$ cat config.mk
export PLATFORM = sky130hd
export DESIGN_NAME = serial_subtractor
export DESIGN_NICKNAME = d
export VERILOG_FILES = /design/src/rtl/serial_sub_pkg.sv /design/src/rtl/full_subtractor.sv /design/src/rtl/serial_subtractor.sv
export SDC_FILE = /design/constraint.sdc
export NUM_CORES = 1
export LEC_CHECK = 0
export CORE_MARGIN = 5
export CORE_UTILIZATION = 35
export DETAILED_ROUTE_END_ITERATION = 12
export DONT_BUFFER_PORTS = 1
export GPL_TIMING_DRIVEN = 0
export PLACE_DENSITY_LB_ADDON = 0.15
export SETUP_SLACK_MARGIN = 0.4
export SLEW_MARGIN = 20
export SYNTH_ARGS = -nofsm -noshare
export SYNTH_HDL_FRONTEND = slang
export SYNTH_SLANG_ARGS = --single-unit
$ cat constraint.sdc
create_clock -name clk -period 1.9 [get_ports clk]
set_input_delay 0.19 -clock clk [delete_from_list [all_inputs] [get_ports clk]]
set_output_delay 0.19 -clock clk [all_outputs]
set_load 0.1 [all_outputs]
$ cat src/rtl/serial_sub_pkg.sv
// ---------------------------------------------------------------------------
// serial_sub_pkg
//   Shared types and constants for the bit-serial subtractor.
//   - state_t      : control FSM states (IDLE -> RUN -> DONE -> IDLE)
//   - DEFAULT_WIDTH: default operand width
//   - cnt_width()  : bit-counter width for a given operand width ($clog2)
// ---------------------------------------------------------------------------
package serial_sub_pkg;

    localparam int DEFAULT_WIDTH = 8;

    typedef enum logic [1:0] {
        IDLE = 2'd0,
        RUN  = 2'd1,
        DONE = 2'd2
    } state_t;

    // Counter only has to reach width-1, so $clog2(width) bits suffice.
    // The guard keeps the width at least one bit for degenerate inputs.
    function automatic int cnt_width(input int width);
        return (width < 2) ? 1 : $clog2(width);
    endfunction

endpackage

$ cat src/rtl/full_subtractor.sv
// ---------------------------------------------------------------------------
// full_subtractor
//   One-bit full subtractor cell: computes ai - bi - bin.
//   Ports:
//     ai   in  minuend bit
//     bi   in  subtrahend bit
//     bin  in  borrow in
//     d    out difference bit
//     bout out borrow out
// ---------------------------------------------------------------------------
module full_subtractor (
    input  logic ai,
    input  logic bi,
    input  logic bin,
    output logic d,
    output logic bout
);

    assign d    = ai ^ bi ^ bin;
    assign bout = (~ai & bi) | (~(ai ^ bi) & bin);

endmodule

$ cat src/rtl/serial_subtractor.sv
// ---------------------------------------------------------------------------
// serial_subtractor
//   Bit-serial unsigned subtractor. Accepts a and b on a valid/ready
//   handshake, computes a - b one bit per cycle LSB first through a single
//   full_subtractor cell, and presents the difference and the final borrow
//   on an output valid/ready handshake. One operation in flight at a time;
//   acceptance at edge k gives out_valid after edge k+WIDTH.
//
//   Optional build macro SERIAL_SUB_SAT_EN: when defined, a result with a
//   final borrow reads as all-zeros (unsigned floor saturation); borrow_out
//   still reports 1. Undefined: diff is a - b mod 2^WIDTH.
//
//   Ports:
//     clk        in   clock, rising edge
//     rst_n      in   synchronous active-low reset
//     in_valid   in   operands valid
//     in_ready   out  block can accept operands (IDLE)
//     a, b       in   minuend / subtrahend, WIDTH bits
//     out_valid  out  diff/borrow_out valid (DONE)
//     out_ready  in   consumer accepts result
//     diff       out  difference, WIDTH bits
//     borrow_out out  1 when a < b
// ---------------------------------------------------------------------------
module serial_subtractor
    import serial_sub_pkg::*;
#(
    parameter int WIDTH = DEFAULT_WIDTH
) (
    input  logic             clk,
    input  logic             rst_n,
    input  logic             in_valid,
    output logic             in_ready,
    input  logic [WIDTH-1:0] a,
    input  logic [WIDTH-1:0] b,
    output logic             out_valid,
    input  logic             out_ready,
    output logic [WIDTH-1:0] diff,
    output logic             borrow_out
);

    localparam int                 CNT_W = cnt_width(WIDTH);
    localparam logic [CNT_W-1:0]   LAST  = CNT_W'(WIDTH - 1);
    localparam logic [CNT_W-1:0]   ONE   = CNT_W'(1);

    state_t           state;
    state_t           next_state;

    logic [WIDTH-1:0] a_sr;
    logic [WIDTH-1:0] b_sr;
    logic [WIDTH-1:0] res_sr;
    logic             borrow;
    logic [CNT_W-1:0] count;

    logic             d;
    logic             bout;
    logic [WIDTH-1:0] res_shift;
    logic [WIDTH-1:0] res_final;
    logic             last_bit;

    // Single cell, reused every RUN cycle on the operand LSBs.
    full_subtractor u_cell (
        .ai   (a_sr[0]),
        .bi   (b_sr[0]),
        .bin  (borrow),
        .d    (d),
        .bout (bout)
    );

    assign last_bit  = (count == LAST);
    assign res_shift = {d, res_sr[WIDTH-1:1]};

`ifdef SERIAL_SUB_SAT_EN
    // Clamp is applied once, on the edge that produces the last bit, so the
    // DONE value is already registered.
    assign res_final = bout ? '0 : res_shift;
`else
    assign res_final = res_shift;
`endif

    // Outputs come straight from registers; handshake flags decode state only.
    assign diff       = res_sr;
    assign borrow_out = borrow;

    // State register.
    always_ff @(posedge clk) begin
        // NOTE: sequential state uses non-blocking assignments so every
        // register samples pre-edge values, independent of block ordering.
        if (!rst_n) begin
            state <= IDLE;
        end else begin
            state <= next_state;
        end
    end

    // Next-state and handshake outputs.
    always_comb begin
        // NOTE: every output of this block gets a default first, so no path
        // through the case leaves one unassigned and infers a latch.
        next_state = state;
        in_ready   = 1'b0;
        out_valid  = 1'b0;

        case (state)
            IDLE: begin
                in_ready = 1'b1;
                if (in_valid) begin
                    next_state = RUN;
                end
            end
            RUN: begin
                if (last_bit) begin
                    next_state = DONE;
                end
            end
            DONE: begin
                out_valid = 1'b1;
                if (out_ready) begin
                    next_state = IDLE;
                end
            end
            default: begin
                next_state = IDLE;
            end
        endcase
    end

    // Datapath: operand shifters, result shifter, borrow and bit counter.
    always_ff @(posedge clk) begin
        // NOTE: the datapath is reset too, because diff and borrow_out are
        // read directly from these registers and must read zero after reset.
        if (!rst_n) begin
            a_sr   <= '0;
            b_sr   <= '0;
            res_sr <= '0;
            borrow <= 1'b0;
            count  <= '0;
        end else begin
            case (state)
                IDLE: begin
                    if (in_valid) begin
                        a_sr   <= a;
                        b_sr   <= b;
                        res_sr <= '0;
                        borrow <= 1'b0;
                        count  <= '0;
                    end
                end
                RUN: begin
                    a_sr   <= a_sr >> 1;
                    b_sr   <= b_sr >> 1;
                    borrow <= bout;
                    count  <= count + ONE;
                    res_sr <= last_bit ? res_final : res_shift;
                end
                default: begin
                    // DONE holds the result until it is taken.
                end
            endcase
        end
    end

endmodule

==> flow_metrics.py <==
metrics = {
    "run_status": {
        "status": "completed",
    },
    "clock_tree": {
        "cts.sinks": 30,
        "clk_pin_slew_ns": 0.06,
        "root_buffer": "clkbuf_8",
        "cts_max_level": 2,
        "insertion_delay_ns": 0.27,
        "cts_tree": "done",
        "clk_path_buf_depth": 2,
        "cts_buffers": 5,
    },
    "timing": {
        "worstMarginPinSlew_ns": 1.014,
        "report.final.slew_viol_count": 0,
        "post-route-min-period_ns": 1.455,
        "layout_setup_ws_ns": 0.4451,
        "fmax_ghz": 0.6873,
        "tns_ns": 0,
        "rsz0062_at_grt": "no",
        "slew_headroom_pct": 32.33,
        "final-setup-viol-count": 0,
        "hold_viol": 0,
        "period_share_pct": 76.57,
        "finalClockSkew_ns": 0.004400,
    },
    "placement": {
        "pre_cts_ws_ns": 0.4142,
        "portBuffers": 0,
        "hpwl_microns": 1988,
        "routabilityCongestion": 0.6536,
    },
    "floorplanning": {
        "die_w_microns": 72.62,
        "fp-row-count": 22,
        "core_sq_mm": 0.003744,
        "die_y_microns": 72.62,
        "dieArea_sq_mm": 0.005274,
        "io_pins": 31,
        "start_util_pct": 36.66,
    },
    "synthesis": {
        "yosysUniqueCellTypes": 27,
        "syn_avg_cell_area_sq_um": 10.64,
        "yosys_warnings": 0,
        "synth_common_cells": "dfxtp_1, inv_1, nor2b_1",
        "synth-edff-count": 0,
        "synth_area_sq_mm": 0.001373,
        "synth-seq-area-share_pct": 43.76,
        "synthArstFlopShare_pct": 0,
        "synth_fp_nets": 152,
        "synth_top_area_share_pct": 43.76,
        "ys_ff_latch": 30,
        "synth_largest_area_cell": "dfxtp_1",
        "synth.area.top_cells": "dfxtp_1, o221ai_2, a21oi_2, a22oi_1, nor2b_1",
        "syn_inst": 129,
        "yosys_most_used_dff": "dfxtp_1",
        "post-synth-top-count-cell": "dfxtp_1",
    },
    "layout": {
        "fillCellCount": 373,
        "finalNetCount": 161,
        "drive_gt1_share_pct": 33.81,
        "syn_to_final_growth_pct": 17.68,
        "insertedDiodeCount": 0,
    },
    "power_and_ir_drop": {
        "peakVddDrop_mv": 0.3619,
        "leakagePower_uw": 0.0005600,
        "power_density_mw_per_mm2": 873.4,
    },
    "grt": {
        "grt.total_usage_pct": 11.33,
        "antenna_found_initial": 0,
        "grt_pass1_vias": 988,
        "grt-ovfl-total": 0,
        "grt_pass1_wl_microns": 4554,
        "grt_max_degree": 11,
    },
    "flow_run": {
        "drv_cap": 0,
    },
    "critical_path": {
        "cp_max_fo": 3,
        "required_ns": 1.71,
        "critPathArrivalTime_ns": 1.26,
        "cp-end-kind": "primary output",
        "setup.worst_path.start_class": "flop",
        "worst-setup-path-type": "flop to primary output",
    },
    "drt": {
        "ant_nets": 0,
        "vias": 971,
        "wl_per_cell_microns": 14.37,
        "drt_iter0_markers": 20,
        "wl_microns": 2687,
        "drcViolationCount": 0,
        "firstDrtPassIters": 4,
        "vias_per_cell": 5.193,
    },
    "min_path": {
        "min_path_type": "input port to flop",
    },
}
-- worst reg2reg max path: stages, from the launching register on --
cell and delay (ns):
dfxtp_1 0.31, buf_6 0.14, or3b_4 0.39, buf_6 0.14, buf_8 0.15, o221ai_2 0.18
a21oi_2 0.04
-- cells in the final DEF, fill, tap and decap left out, types with 4 or more instances in the layout --
master / netlist / routed
o221ai_2: 10 / 7
nor2b_1: 12 / 12
dfxtp_1: 30 / 29
a21oi_2: 10 / 10
buf_6: 2 / 4
a21oi_1: 4 / 4
o221ai_1: 4 / 4
inv_1: 16 / 16
clkbuf_8: 0 / 6
a22oi_1: 11 / 11
-- registers in the layout, summed over array words and instances, names as in the netlist --
name and count:
b_sr 8, borrow_out 1, count 3, state 2
diff 8, a_sr 8
-- where the power goes --
group          leakage, uW  switching (uW)  internal [uW]
logic             0.000265             104           86.3
clock network    0.0000482             222            291
registers         0.000247            42.9            664
-- layer usage --
layer | GRT usage [%] | part of all wire, % | vias up
met2 | 17.54 | 50 | 25
met3 | 4.959 | 7.5 | 4
met5 | 0 | 0 | -
li1 | - | - | 485
met1 | 13.33 | 41 | 457
met4 | 5.533 | 1.5 | 0
-- path summary, 6_finish.rpt --
| check | cells past startpoint | from | to | slack, ns |
|---|---|---|---|---|
| worst max register to register | 6 | state[0]$_SDFFE_PN0P_ | a_sr[5]$_SDFFE_PN0P_ | 0.46 |
| worst max-delay path | 0 | diff[3]$_SDFFE_PN0P_ | diff[3] | 0.45 |
| worst min-delay path | 2 | in_valid | state[0]$_SDFFE_PN0P_ | 0.13 |
| worst min register to register | 2 | a_sr[1]$_SDFFE_PN0P_ | a_sr[1]$_SDFFE_PN0P_ | 0.45 |
-- cells by family after synthesis --
logic type	Yosys count	synth area share (%)
AO/OA/AOI/OAI	45	30.63
adder cells (fa/ha/maj)	3	3.281
buffers and inverters	27	9.663
flip-flops	30	43.76
multiplexers	2	1.459
AND/OR/NAND/NOR	22	11.21
-- area by class of cell --
cell class	instances	area [sq um]	area share (%)
Timing Repair Buffer	2	15.01	0.9295
Inverter	16	60.06	3.718
Clock buffer	7	86.33	5.345
Buffer	11	90.09	5.577
Sequential cell	30	604.3	37.41
Multi-Input combinational cell	72	694.4	42.99
Clock inverter	1	5.005	0.3098
Tap cell	48	60.06	3.718
-- through the flow --
step	util (%)	instances	hold WS (ns)	power, uW	area, sq um
finish	43.15	187	0.1266	1411	1615
floorplan	-	129	0.4022	860.8	1376
CTS	41.04	185	0.1175	1423	1536
global placement	38.37	177	0.4088	886.4	1436
detailed placement	38.37	177	0.4122	891.7	1436
global route	43.15	187	0.1222	1487	1615
-- what timing repair did --
item	in CTS	in global routing
gates cloned	0	0
endpoints found under the setup margin	3	10
setup buffers	0	2
gates resized for setup	3	11
hold buffers	0	0
(Power assumes the default switching activity.)
